### src/rtl/flt_evt_det_pkg.sv
// Shared defaults and types for the fault event detector.
package pwr_flt_pkg;

    localparam int FLT_CW_DEF   = 4;
    localparam int SYNC_STG_DEF = 2;

    typedef logic [FLT_CW_DEF-1:0] flt_cnt_t;

endpackage

### src/rtl/flt_evt_det_if.sv
// Filtered-fault status and rwc_reg logic-set strobe bus.
interface flt_evt_det_if #(
    parameter int DW = 8
);
    logic [DW-1:0] o_flt_sta;
    logic [DW-1:0] o_lgc_wen;
    logic [DW-1:0] o_lgc_wdata;

    modport master (output o_flt_sta, output o_lgc_wen, output o_lgc_wdata);
    modport slave  (input  o_flt_sta, input  o_lgc_wen, input  o_lgc_wdata);
endinterface

### src/rtl/flt_evt_det_chn.sv
// One fault channel: synchroniser, deglitch counter, filtered state and set strobe.
module flt_bit_chn #(
    parameter int FLT_CW   = 4,
    parameter int SYNC_STG = 2,
    parameter bit LEVEL    = 1'b0
) (
    input  logic              i_clk,
    input  logic              i_rst,
    input  logic              i_raw,
    input  logic              i_en,
    input  logic [FLT_CW-1:0] i_thr,
    output logic              o_flt,
    output logic              o_wen
);

    logic [SYNC_STG-1:0] r_sync;
    logic [FLT_CW-1:0]   r_cnt;
    logic                r_flt;
    logic                r_wen;

    logic              w_s;
    logic [FLT_CW-1:0] w_lim;
    logic              w_flip;
    logic              w_flt_next;
    logic              w_set;

    // A threshold of 0 behaves as 1; ">=" lets a lowered threshold flip on the next mismatch.
    assign w_s        = r_sync[SYNC_STG-1];
    assign w_lim      = (i_thr == '0) ? '0 : (i_thr - FLT_CW'(1));
    assign w_flip     = (w_s != r_flt) && (r_cnt >= w_lim);
    assign w_flt_next = w_flip ? w_s : r_flt;
    assign w_set      = LEVEL ? w_flt_next : (w_flip & w_s);

    always_ff @(posedge i_clk or posedge i_rst) begin
        if (i_rst) begin
            r_sync <= '0;
            r_cnt  <= '0;
            r_flt  <= 1'b0;
            r_wen  <= 1'b0;
        end else begin
            r_sync <= {r_sync[SYNC_STG-2:0], i_raw};
            if ((w_s == r_flt) || w_flip) begin
                r_cnt <= '0;
            end else if (r_cnt != '1) begin
                r_cnt <= r_cnt + FLT_CW'(1);
            end
            r_flt <= w_flt_next;
            r_wen <= w_set & i_en;
        end
    end

    assign o_flt = r_flt;
    assign o_wen = r_wen;

endmodule

### src/rtl/flt_evt_det.sv
// Fault event detector: DW filtered channels feeding rwc_reg logic-set strobes.
module flt_evt_det
    import pwr_flt_pkg::*;
#(
    parameter int            DW         = 8,
    parameter int            FLT_CW     = FLT_CW_DEF,
    parameter int            SYNC_STG   = SYNC_STG_DEF,
    parameter logic [DW-1:0] LEVEL_MASK = '0
) (
    input  logic              i_clk,
    input  logic              i_rst,
    input  logic [DW-1:0]     i_raw_flt,
    input  logic [DW-1:0]     i_flt_en,
    input  logic [FLT_CW-1:0] i_flt_thr,
    flt_evt_det_if.master     evt_if
);

    logic [DW-1:0] w_sta;
    logic [DW-1:0] w_wen;

    for (genvar g = 0; g < DW; g++) begin : g_chn
        flt_bit_chn #(
            .FLT_CW   (FLT_CW),
            .SYNC_STG (SYNC_STG),
            .LEVEL    (LEVEL_MASK[g])
        ) u_chn (
            .i_clk (i_clk),
            .i_rst (i_rst),
            .i_raw (i_raw_flt[g]),
            .i_en  (i_flt_en[g]),
            .i_thr (i_flt_thr),
            .o_flt (w_sta[g]),
            .o_wen (w_wen[g])
        );
    end

    // Set-only interface: data mirrors the strobe so rwc_reg can only ever set bits.
    assign evt_if.o_flt_sta   = w_sta;
    assign evt_if.o_lgc_wen   = w_wen;
    assign evt_if.o_lgc_wdata = w_wen;

endmodule
### src/flat_wrapper.sv
// flat-port wrapper written by rule: the top's interface ports become plain ports
module flt_evt_det_flat import pwr_flt_pkg::*;
#(
    parameter int            DW         = 8,
    parameter int            FLT_CW     = FLT_CW_DEF,
    parameter int            SYNC_STG   = SYNC_STG_DEF,
    parameter logic [DW-1:0] LEVEL_MASK = '0
)
  (i_clk, i_rst, i_raw_flt, i_flt_en, i_flt_thr, evt_if_o_flt_sta, evt_if_o_lgc_wen, evt_if_o_lgc_wdata);
  flt_evt_det_if #(.DW(DW)) evt_if_i ();
  input  logic i_clk;
  input  logic i_rst;
  input  logic [DW-1:0] i_raw_flt;
  input  logic [DW-1:0] i_flt_en;
  input  logic [FLT_CW-1:0] i_flt_thr;
  output wire logic [$bits(evt_if_i.o_flt_sta)-1:0] evt_if_o_flt_sta;
  output wire logic [$bits(evt_if_i.o_lgc_wen)-1:0] evt_if_o_lgc_wen;
  output wire logic [$bits(evt_if_i.o_lgc_wdata)-1:0] evt_if_o_lgc_wdata;
  assign evt_if_o_flt_sta = evt_if_i.o_flt_sta;
  assign evt_if_o_lgc_wen = evt_if_i.o_lgc_wen;
  assign evt_if_o_lgc_wdata = evt_if_i.o_lgc_wdata;
  flt_evt_det #(.DW(DW), .FLT_CW(FLT_CW), .SYNC_STG(SYNC_STG), .LEVEL_MASK(LEVEL_MASK)) u_core (.i_clk(i_clk), .i_rst(i_rst), .i_raw_flt(i_raw_flt), .i_flt_en(i_flt_en), .i_flt_thr(i_flt_thr), .evt_if(evt_if_i));
endmodule
### config.mk
export PLATFORM = sky130hd
export DESIGN_NAME = flt_evt_det_flat
export DESIGN_NICKNAME = d
export VERILOG_FILES = /design/src/rtl/flt_evt_det_pkg.sv /design/src/rtl/flt_evt_det_if.sv /design/src/rtl/flt_evt_det_chn.sv /design/src/rtl/flt_evt_det.sv /design/src/flat_wrapper.sv
export SDC_FILE = /design/constraint.sdc
export NUM_CORES = 1
export LEC_CHECK = 0
export ABC_CLOCK_PERIOD_IN_PS = 2750
export CAP_MARGIN = 20
export CORE_ASPECT_RATIO = 1.25
export CORE_MARGIN = 2
export CORE_UTILIZATION = 60
export CTS_CLUSTER_DIAMETER = 50
export DETAILED_ROUTE_END_ITERATION = 7
export PLACE_DENSITY = 0.85
export SETUP_SLACK_MARGIN = 0.2
export SLEW_MARGIN = 10
export SYNTH_ARGS = -nofsm -noshare
export SYNTH_HDL_FRONTEND = slang
export SYNTH_HIERARCHICAL = 1
export SYNTH_SLANG_ARGS = --single-unit
### constraint.sdc
create_clock -name i_clk -period 2.75 [get_ports i_clk]
set_input_delay 0.275 -clock i_clk [delete_from_list [all_inputs] [get_ports i_clk]]
set_output_delay 0.275 -clock i_clk [all_outputs]
set_load 0.005 [all_outputs]
Word level (Yosys, flattened, before mapping):

Cells that the tools add are included.

* add/subtract/negate cells: 9
* $lt $le $gt $ge: 8
* equality and inequality tests: 24
* mux-type cells: 17
* bitwise logic cells: 16
* reduce and logical (&&, ||, !) cells: 25

Operators by type and width (count)
* $mux 4: 17
* $add 4x1->4 const B: 8
* $ge 4x4->1: 8
* $ne 4x4->1 const B: 8
* $and 1x1->1: 16
* $reduce_bool 2->1: 8
* $eq 1x1->1: 8
* $logic_and 1x1->1: 8
* $logic_or 1x1->1: 8
* $ne 1x1->1: 8
* $logic_not 4->1: 1
* $sub 4x1->4 const B: 1

* flip-flop bits (word level): 64
* bits of input ports: 22
* output and inout port bits: 24
* logic and storage cells: 131

Longest topological paths before layout:

Gate-level depths: netlist of run 1.

* word-level depth: 6
* depth in mapped cells: 7
* depth with buffers taken out: 7

Cells and area by module:

Netlist of run 1, hierarchy kept.

Modules (own cells, without submodules)
* flt_bit_chn at u_core.g_chn[0].u_chn ...: times used 7, cells each 44, area each 462.9 sq um, seq. area each 200.2 sq um
* flt_bit_chn at u_core.g_chn[7].u_chn: times used 1, cells each 45, area each 461.7 sq um, seq. area each 200.2 sq um
* flt_evt_det: times used 1, cells each 8, area each 60.1 sq um, seq. area each 0.0 sq um

Worst setup path after synthesis of run 1:

No wires, ideal clock.

* kind: input to register
* from: in i_flt_thr[1]
* to: reg u_core.g_chn[7].u_chn.r_flt
* library setup time: 0.128 ns
* arrival: 1.651 ns
* data required time: 2.622 ns
* setup slack: 0.972 ns
* stages: 7
* buffers on the path: 0
* path through: or2_2 nor3b_1 a21oi_1 ha_1 o211ai_2 o21ai_1 mux2_1

* cells in the longest elaborated chain, start to end: 4
* elaborated cells on any way between the ends: 5
* classes of those cells: 1 x add/sub; 1 x order compare; 1 x mux; 2 x reduce/logical

Ends and longest elaborated chain
* from (decl): line flat_wrapper.sv:15 `input logic [FLT_CW-1:0] i_flt_thr;`
* $sub 4x1->4 / $logic_not 4->1 (equally long branches): line flt_evt_det_chn.sv:29 `assign w_lim = (i_thr == '0) ? '0 : (i_thr - FLT_CW'(1));`
* $mux 4 (*): line flt_evt_det_chn.sv:29
* $ge 4x4->1 (*): line flt_evt_det_chn.sv:30 `assign w_flip = (w_s != r_flt) && (r_cnt >= w_lim);`
* $logic_and 1x1->1 (*): line flt_evt_det_chn.sv:30
* to (signal assigned): line flt_evt_det_chn.sv:47 `r_flt <= w_flt_next;`
* to (decl): line flt_evt_det_chn.sv:18 `logic r_flt;`

Mark *: on every way between the ends. The rest lies on a longest branch, timed or not.
A chain may end at the register's enable or synchronous reset.

Worst setup path after layout of run 1:

* from: in i_flt_thr[1]
* to: reg u_core.g_chn[5].u_chn.r_flt

* cells in the longest elaborated chain, start to end: 4
* elaborated cells on any way between the ends: 5
* classes of those cells: 1 x add/sub; 1 x order compare; 1 x mux; 2 x reduce/logical

Ends and longest elaborated chain (line)
* $sub 4x1->4 / $logic_not 4->1 (equally long branches): flt_evt_det_chn.sv:29
* $mux 4 (*): flt_evt_det_chn.sv:29
* $ge 4x4->1 (*): flt_evt_det_chn.sv:30
* $logic_and 1x1->1 (*): flt_evt_det_chn.sv:30
* to (signal assigned): flt_evt_det_chn.sv:47
* to (decl): flt_evt_det_chn.sv:18

Marked as above.

==> results.sh, run 1 <==
export IMPL_critPathMaxStageDelay_ps=490
export IMPL_cp_cell_sequence="clkdlybuf4s50_1, buf_4, nor2_1, o21a_1, a21oi_1, ha_1, o211ai_2, o21ai_1, mux2_1"
export IMPL_final_common_cell="dfrtp_1"
export IMPL_grt_pass1_wl_um=12230
export IMPL_setup_viol=0
export IMPL_fin_util=0.7437
export IMPL_syn_nets=423
export IMPL_final_nets=475
export IMPL_hold_path_class="reg -> reg"
export IMPL_drc=0
export IMPL_status="completed"
export IMPL_overflow=0
export IMPL_io_buffers=45
export IMPL_fin_setup_tns_ps=0
export IMPL_final_cell_mix="64 x dfrtp_1, 57 x nor2_1, 45 x clkdlybuf4s50_1, 40 x ha_1, 17 x a21oi_1"
export IMPL_ant_nets=0
export IMPL_p_int_uw=2357
export IMPL_crit_path_top_delay_cell="clkdlybuf4s50_1"
export IMPL_grt_pass1_vias=2773
export IMPL_globalplace_congestion=0.7901
export IMPL_peakVddDrop_mv=0.4384
export IMPL_dr_first_iter_drc_count=109
export IMPL_synth_seq_cells=64
export IMPL_wl_per_cell_um=13.92
export IMPL_cts_tree="yes"
export IMPL_ios=46
export IMPL_ctsResizeCount=0
export IMPL_via_per_inst=5.678
export IMPL_cp_arrival_ps=2320
export IMPL_cts_num_sinks=64
export IMPL_syn_inst=361
export IMPL_cp_start_kind="input pin"
export IMPL_min_delay_start="u_core/g_chn[4].u_chn/r_sync[0]$_DFF_PP0_"
export IMPL_clockBufferDepth=2
export IMPL_cts_buffers=9
export IMPL_pwr_share_comb=0.313
export IMPL_grt_max_degree=41
export IMPL_htreeDepth=3
export IMPL_synth_ff_type="dfrtp_1"
export IMPL_crit_start="i_flt_thr[1]"
export IMPL_synth_distinct_cells=25
export IMPL_min_period_ps=2093
export IMPL_clock_tree_root_cell="clkbuf_8"
export IMPL_switching_power_uw=1126
export IMPL_timing_fmax_mhz=477.7
export IMPL_timing_rr_start="u_core/g_chn[4].u_chn/r_cnt[0]$_DFFE_PP0P_"
export IMPL_clk_pin_slew_ps=70
export IMPL_track_usage=0.2297
export IMPL_seq_area_frac_synth=0.4257
export IMPL_cp_top_family="buffers and inverters"
export IMPL_clkPwrFrac=0.292
export IMPL_die_area_mm2=0.006924
export IMPL_slew_violations=0
export IMPL_synth_warnings=6
export IMPL_antenna_found_initial=0
export IMPL_num_antenna_cells=0
export IMPL_dr_total_vias=2856
export IMPL_crit_buf_inv=2
export IMPL_ctsHoldBuffers=0
export IMPL_core_area_mm2=0.006126
export IMPL_fp_dieH_um=92.54
export IMPL_drv_cap=0
export IMPL_synth_edf_count=0
export IMPL_synth_area_mm2=0.003762
export IMPL_period_share=0.7612
export IMPL_cp_required_ps=2980
export IMPL_leakage_uw=0.002097
export IMPL_async_flop_share=1.000
export IMPL_post_cts_buffers=0
export IMPL_clk_latency_ps=340
export IMPL_worstSetupPathType="in -> reg"
export IMPL_relSlewSlack=0.7250
export IMPL_cp_end_kind="flip-flop"
export IMPL_worst_path_max_fanout=31
export IMPL_dp_hpwl_um=5023
export IMPL_worst_slew_pin_slew_ps=411.2
export IMPL_first_pass_iters=4
export IMPL_totalWireLength_um=7002
export IMPL_dieWidth_um=74.83
export IMPL_grt_setup_unrepaired="false"
export IMPL_area_delta_synth_final_pct=21.08
export IMPL_hold_viol=0
export IMPL_synth_avg_cell_area_um2=10.42
export IMPL_rows=32
export IMPL_start_util=0.6142
export IMPL_fin_skew_ps=6.117
export IMPL_power_density_mw_per_mm2=764.6
export IMPL_layout_drive_gt1_share=0.1077
export IMPL_p_seq_frac=0.394
export IMPL_switching_share=0.3233
==> synth_stat cells, drive strengths merged, types with 9 or more instances <==
master  number  area [µm²]
dfrtp       64        1602
nor3b        9       107.6
mux2i       15       150.1
nor2        57       214.0
o211ai      16       160.2
a21oi       17       85.08
nand3       16       80.08
nor3        16       80.08
ha          40       500.5
inv         16       60.06
==> state kept, by name, indices dropped and copies added (netlist names) <==
name and cells:
u_core/g_chn.u_chn/r_cnt 32, u_core/g_chn.u_chn/r_sync 16, u_core/g_chn.u_chn/o_flt 8, u_core/g_chn.u_chn/o_wen 8
==> final timing paths <==
path	slack [ps]	cells after the start	endpoint
max	660	9	u_core/g_chn[5].u_chn/o_flt$_DFFE_PP0P_
min	350	0	u_core/g_chn[4].u_chn/r_sync[1]$_DFF_PP0_
max reg2reg	1130	5	u_core/g_chn[4].u_chn/o_flt$_DFFE_PP0P_
min reg2reg	350	0	u_core/g_chn[4].u_chn/r_sync[1]$_DFF_PP0_
max in group asynchronous	1990	2	u_core/g_chn[3].u_chn/r_sync[1]$_DFF_PP0_
min in group asynchronous	500	2	u_core/g_chn[4].u_chn/r_cnt[3]$_DFFE_PP0P_
==> per-stage QoR <==
stage / setup WS (ps) / hold slack [ps] / area (µm²) / instances / power (µW)
after global placement: 396.7 / 333.7 / 4302 / 487 / 2406
after global routing: 511.7 / 350.4 / 4556 / 503 / 3717
after floorplan: 971.6 / 90.66 / 3762 / 361 / 2075
final: 656.8 / 354.3 / 4556 / 503 / 3483
after CTS: 669.6 / 351.7 / 4556 / 503 / 3508
after detailed placement: 299.7 / 337.3 / 4302 / 487 / 2478
==> per-layer routing <==
metal	track usage	vias to the layer above	routed length (µm)
met3	0.05767	7	163
met4	0.08185	0	86
met1	0.2910	1401	3172
met5	0	-	0
li1	-	1418	-
met2	0.3750	30	3579
==> power by group through the flow <==
stage / logic (µW) / registers (µW) / clock network [µW]
2_1_floorplan: 735 / 1340 / 0
3_3_place_gp: 1030 / 1370 / 0
3_5_place_dp: 1090 / 1390 / 0
4_1_cts: 1100 / 1370 / 1030
5_1_grt: 1230 / 1410 / 1070
6_report: 1090 / 1370 / 1020
==> cells by family (layout without fill, tap and decap cells) <==
kind of cell,count (synthesis),after routing,synth area share
multiplexers,23,23,0.06385
AO/OA/AOI/OAI,72,72,0.1350
flip-flops,64,64,0.4257
buffers and inverters,24,81,0.03193
XOR/XNOR,16,16,0.03725
AND/OR/NAND/NOR,122,122,0.1733
adder cells (fa/ha/maj),40,40,0.1330
==> layout make-up <==
| type | count | area, µm² |
|---|---|---|
| Clock inverter | 5 | 102.6 |
| Timing Repair Buffer | 49 | 493.0 |
| Sequential cell | 64 | 1602 |
| Multi-Input combinational cell | 273 | 2041 |
| Tap cell | 85 | 106.4 |
| Clock buffer | 11 | 151.4 |
| Fill cell | 428 | 1570 |
| Inverter | 16 | 60.06 |
Power figures use the tool's default switching activity.
==> run 2: changes to the inputs <==
--- a/config.mk
+++ b/config.mk
@@ -5,14 +5,14 @@
 export SDC_FILE = /design/constraint.sdc
 export NUM_CORES = 1
 export LEC_CHECK = 0
-export ABC_CLOCK_PERIOD_IN_PS = 2750
+export ABC_CLOCK_PERIOD_IN_PS = 2100
 export CAP_MARGIN = 20
 export CORE_ASPECT_RATIO = 1.25
 export CORE_MARGIN = 2
-export CORE_UTILIZATION = 60
+export CORE_UTILIZATION = 56
 export CTS_CLUSTER_DIAMETER = 50
 export DETAILED_ROUTE_END_ITERATION = 7
-export PLACE_DENSITY = 0.85
+export PLACE_DENSITY = 0.8
 export SETUP_SLACK_MARGIN = 0.2
 export SLEW_MARGIN = 10
 export SYNTH_ARGS = -nofsm -noshare
==> constraint.sdc (replaced) <==
create_clock -name i_clk -period 2.1 [get_ports i_clk]
set_input_delay 0.21 -clock i_clk [delete_from_list [all_inputs] [get_ports i_clk]]
set_output_delay 0.21 -clock i_clk [all_outputs]
set_load 0.005 [all_outputs]
==> run 2 against run 1 <==
  * First-iteration DRC count is 80% higher
  * Cell area is 5.7% higher
  * Wire length is 14% higher
  * Power is 42% higher
  * Clock skew is 1.3 ps higher
  * Register-to-register slack worse by 670 ps
  * Clock power is 51% higher
  * Critical path depth is 1 lower
  * Combinational power is 46% higher
  * Cell count is 3.4% higher
  * Clock-buffer cell count is 2 lower
  * Worst hold slack worse by 62 ps
==> results.sh, run 2 (same netlist as run 1, synthesis figures left out) <==
export IMPL_status="completed"
export IMPL_clock_tree_root_cell="clkbuf_8"
export IMPL_drv_cap=0
export IMPL_totalWireLength_um=7990
export IMPL_ios=46
export IMPL_first_pass_iters=4
export IMPL_slew_violations=0
export IMPL_cp_start_kind="input pin"
export IMPL_overflow=0
export IMPL_wl_per_cell_um=15.37
export IMPL_grt_pass1_vias=2876
export IMPL_dr_total_vias=2982
export IMPL_largest_reg_flops=32
export IMPL_ctsHoldBuffers=0
export IMPL_worst_path_max_fanout=4
export IMPL_clk_pin_slew_ps=80
export IMPL_setup_viol=0
export IMPL_drc=0
export IMPL_clk_latency_ps=350
export IMPL_cp_required_ps=2320
export IMPL_holdWs_ps=292.3
export IMPL_hold_path_class="in -> reg"
export IMPL_globalplace_congestion=0.7754
export IMPL_largest_register="u_core/g_chn.u_chn/r_cnt"
export IMPL_cts_num_sinks=64
export IMPL_power_density_mw_per_mm2=1025
export IMPL_start_util=0.5767
export IMPL_fin_setup_tns_ps=0
export IMPL_rows=33
export IMPL_num_antenna_cells=0
export IMPL_worst_slew_pin_slew_ps=414.2
export IMPL_area_delta_synth_final_pct=27.93
export IMPL_p_total_uw=4934
export IMPL_via_per_inst=5.735
export IMPL_die_area_mm2=0.007394
export IMPL_io_buffers=45
export IMPL_relSlewSlack=0.7230
export IMPL_final_nets=490
export IMPL_dp_hpwl_um=5142
export IMPL_peakVddDrop_mv=0.7759
export IMPL_final_common_cell="dfrtp_1"
export IMPL_grt_pass1_wl_um=12810
export IMPL_cp_end_kind="flip-flop"
export IMPL_final_cell_mix="64 x dfrtp_1, 55 x nor2_1, 41 x clkdlybuf4s50_1, 39 x ha_1"
export IMPL_cp_arrival_ps=2090
export IMPL_grt_setup_unrepaired="false"
export IMPL_cts_buffers=9
export IMPL_hold_viol=0
export IMPL_final_cell_area_mm2=0.004813
export IMPL_dr_first_iter_drc_count=196
export IMPL_placed_area_mm2=0.004362
export IMPL_htreeDepth=3
export IMPL_antenna_found_initial=0
export IMPL_fin_util=0.7378
export IMPL_largestRegisters="u_core/g_chn.u_chn/r_cnt x32, u_core/g_chn.u_chn/r_sync x16"
export IMPL_clockBufferDepth=2
export IMPL_ant_nets=0
export IMPL_grt_max_degree=41
export IMPL_worstSetupPathType="in -> reg"
export IMPL_min_period_ps=1869
export IMPL_core_area_mm2=0.006524
export IMPL_track_usage=0.2185
export IMPL_fin_skew_ps=7.447
export IMPL_layout_drive_gt1_share=0.1709
export IMPL_dieWidth_um=77.32
export IMPL_fp_dieH_um=95.64
export IMPL_period_share=0.8899
export IMPL_timing_fmax_mhz=535.1
export IMPL_leakage_uw=0.002240
export IMPL_cts_tree="yes"
[run 2: changes by cell type in the layout (fill, tap and decap cells not counted), moves of 3 or more]
cell             delta
o21ai_2             +6
o31ai_1             -3
o21ai_1             -6
clkdlybuf4s50_1     -4
buf_4               +8
o31ai_2             +3
[run 2: what timing repair did]
item,4_1_cts,5_1_grt
buffers inserted,1,4
endpoints found under the setup margin,9,29
gates resized for setup,5,15
cloned,2,2
pin swaps,0,7
[run 2: final timing paths]
| path | start | to | slack [ps] | depth (start not counted) |
|---|---|---|---|---|
| worst min-delay path | i_raw_flt[3] | u_core/g_chn[3].u_chn/r_sync[0]$_DFF_PP0_ | 290 | 1 |
| min in group asynchronous | i_rst | u_core/g_chn[0].u_chn/o_wen$_DFF_PP0_ | 440 | 2 |
| worst max-delay path | i_flt_thr[1] | u_core/g_chn[7].u_chn/o_flt$_DFFE_PP0P_ | 230 | 8 |
| max in group asynchronous | i_rst | u_core/g_chn[6].u_chn/r_cnt[1]$_DFFE_PP0P_ | 1400 | 2 |
| worst max register to register | u_core/g_chn[5].u_chn/r_cnt[0]$_DFFE_PP0P_ | u_core/g_chn[5].u_chn/o_flt$_DFFE_PP0P_ | 460 | 5 |
| worst min register to register | u_core/g_chn[6].u_chn/r_sync[0]$_DFF_PP0_ | u_core/g_chn[6].u_chn/r_sync[1]$_DFF_PP0_ | 350 | 0 |
[run 2: layout make-up]
type / instances / area, µm²
clock inverter: 7 / 167.7
timing repair buffer: 64 / 658.1
fill: 479 / 1710
tap: 87 / 108.9
multi-input combinational: 273 / 2093
clock buffer: 9 / 123.9
sequential: 64 / 1602
inverter: 16 / 60.06
[run 2: per-layer routing]
layer | share of wire | track usage | wire length, µm | vias to the layer above
li1 | - | - | - | 1444
met1 | 0.43 | 0.2709 | 3442 | 1463
met2 | 0.52 | 0.3725 | 4121 | 66
met3 | 0.039 | 0.04261 | 311 | 9
met4 | 0.015 | 0.09673 | 116 | 0
met5 | 0 | 0 | 0 | -
[run 2: report_power, final]
part	leakage (µW)	internal (µW)	switching, µW
logic	0.00127	857	736
clock network	0.000144	1030	506
registers	0.000823	1480	320
total	0.00224	3370	1560
[run 2: per-stage QoR]
stage	cells	worst slack [ps]
global route	520	115.4
floorplan	361	386.6
detailed placement	495	-217.9
finish	520	231.3
global placement	495	-136.3
CTS	514	212.8
[run 2: worst max-delay path, cell delays in order]
cell and delay [ps]:
dlygate4sd2_1 290, or2_2 340, nor3b_1 200, a21oi_1 70, ha_1 300, o211ai_2 120
o21ai_2 180, mux2_1 360
==> RTL change, RTL diff (settings of run 2) <==
`DW` is set to 8 in 3 places; all go to 6.
--- a/src/rtl/flt_evt_det_if.sv
+++ b/src/rtl/flt_evt_det_if.sv
@@ -1,6 +1,6 @@
 // Filtered-fault status and rwc_reg logic-set strobe bus.
 interface flt_evt_det_if #(
-    parameter int DW = 8
+    parameter int DW = 6
 );
     logic [DW-1:0] o_flt_sta;
     logic [DW-1:0] o_lgc_wen;
--- a/src/rtl/flt_evt_det.sv
+++ b/src/rtl/flt_evt_det.sv
@@ -2,7 +2,7 @@
 module flt_evt_det
     import pwr_flt_pkg::*;
 #(
-    parameter int            DW         = 8,
+    parameter int            DW         = 6,
     parameter int            FLT_CW     = FLT_CW_DEF,
     parameter int            SYNC_STG   = SYNC_STG_DEF,
     parameter logic [DW-1:0] LEVEL_MASK = '0
--- a/src/flat_wrapper.sv
+++ b/src/flat_wrapper.sv
@@ -1,7 +1,7 @@
 // flat-port wrapper written by rule: the top's interface ports become plain ports
 module flt_evt_det_flat import pwr_flt_pkg::*;
 #(
-    parameter int            DW         = 8,
+    parameter int            DW         = 6,
     parameter int            FLT_CW     = FLT_CW_DEF,
     parameter int            SYNC_STG   = SYNC_STG_DEF,
     parameter logic [DW-1:0] LEVEL_MASK = '0
Interface: changed (5 resized); port bits go from 46 to 36. The function was not compared with the original's and may differ.
==> RTL change against run 2 <==
Sequential cell count is 16 lower; die area shrank 24%; cell area decreased by 27%; worst setup slack improved by 0.072 ns; combinational power fell by 28%; critical path depth grew 1; register-to-register slack improved by 0.05 ns; power fell by 36%; routed wire length shrank 31%; first-iteration DRC count down 43%; synthesized area down 25%; sequential share of layout area increased by 0.92 points; clock power is 58% lower; critical path type unchanged; highest routed layer unchanged.
==> RTL change: results (changes against run 2) <==
clock_network:
  htree_levels: 2  # -1
global_routing:
  grt_usage_pct: 20.9  # -0.99 points
  grt_pass1_wl_um: 9250  # -28%
  grt_max_degree: 31  # -24%
setup_path:
  r2r-end: "u_core/g_chn[0].u_chn/o_flt$_DFFE_PP0P_"
  slowest_delay_ns: 0.33  # -0.03 ns
  path_delay_family: "compound AO/OA/AOI/OAI gates"
  reg2reg_from: "u_core/g_chn[0].u_chn/r_cnt[0]$_DFFE_PP0P_"
yosys:
  seq_area_frac_synth_pct: 42.6  # about the same
  synthTopCellsByCount: "dfrtp_1, nor2_1, ha_1"
  synth_area_um2: 2820  # -25%
  syn_nets: 319  # -25%
placement:
  gp_congestion: 0.821  # +5.9%
  port_buffers: 35  # -22%
power_and_ir_drop:
  clockPowerShare_pct: 20.6  # -11 points
  pg_seq_uw: 1350  # -25%
  powerClk_uw: 649  # -58%
  p_leak_uw: 0.00163  # -27%
routing:
  vias: 2182  # -27%
  drt-total-wl_um: 5500  # -31%
timing:
  holdWs_ns: 0.338  # +0.0460 ns
layout:
  drive_gt1_share_pct: 15.4  # -1.7 points
  clkCellAreaFrac_pct: 3.06  # -3.0 points
  buf_share_pct: 14.3  # +0.64 points
  multi_input_area_um2: 1580  # -24%
min_path:
  worstHoldStart: "i_raw_flt[5]"
run_status:
  status: "completed"
[RTL change: changes by cell type after synthesis, sizes merged, moves of 4 or more]
cell / before / now
inv: 16 / 12
dfrtp: 64 / 48
o211ai: 16 / 12
mux2i: 15 / 11
nor3: 16 / 12
nor2: 57 / 43
ha: 40 / 30
a21oi: 17 / 13
nand3: 16 / 12
[RTL change: repair_timing]
action,4_1_cts,5_1_grt
endpoints found under the hold margin,0,0
setup endpoints to repair,26,24
resized for setup,12,7
pin swaps,1,4
cloned,0,2
[RTL change: logic make-up after synthesis]
group	Yosys count	synth area share, %
and+or+nand+nor	92	17.4
muxes	17	6.30
xor gates and xnor gates	12	3.73
DFF	48	42.6
adders and majority gates	30	13.3
buffers and inverters	18	3.19
AOI/OAI and AO/OA	54	13.5
[RTL change: layer usage]
| metal | routed length, um | vias to the layer above |
|---|---|---|
| met2 | 2820 | 56 |
| met4 | 65 | 0 |
| met1 | 2430 | 1046 |
| met5 | 0 | - |
| li1 | - | 1074 |
| met3 | 189 | 6 |
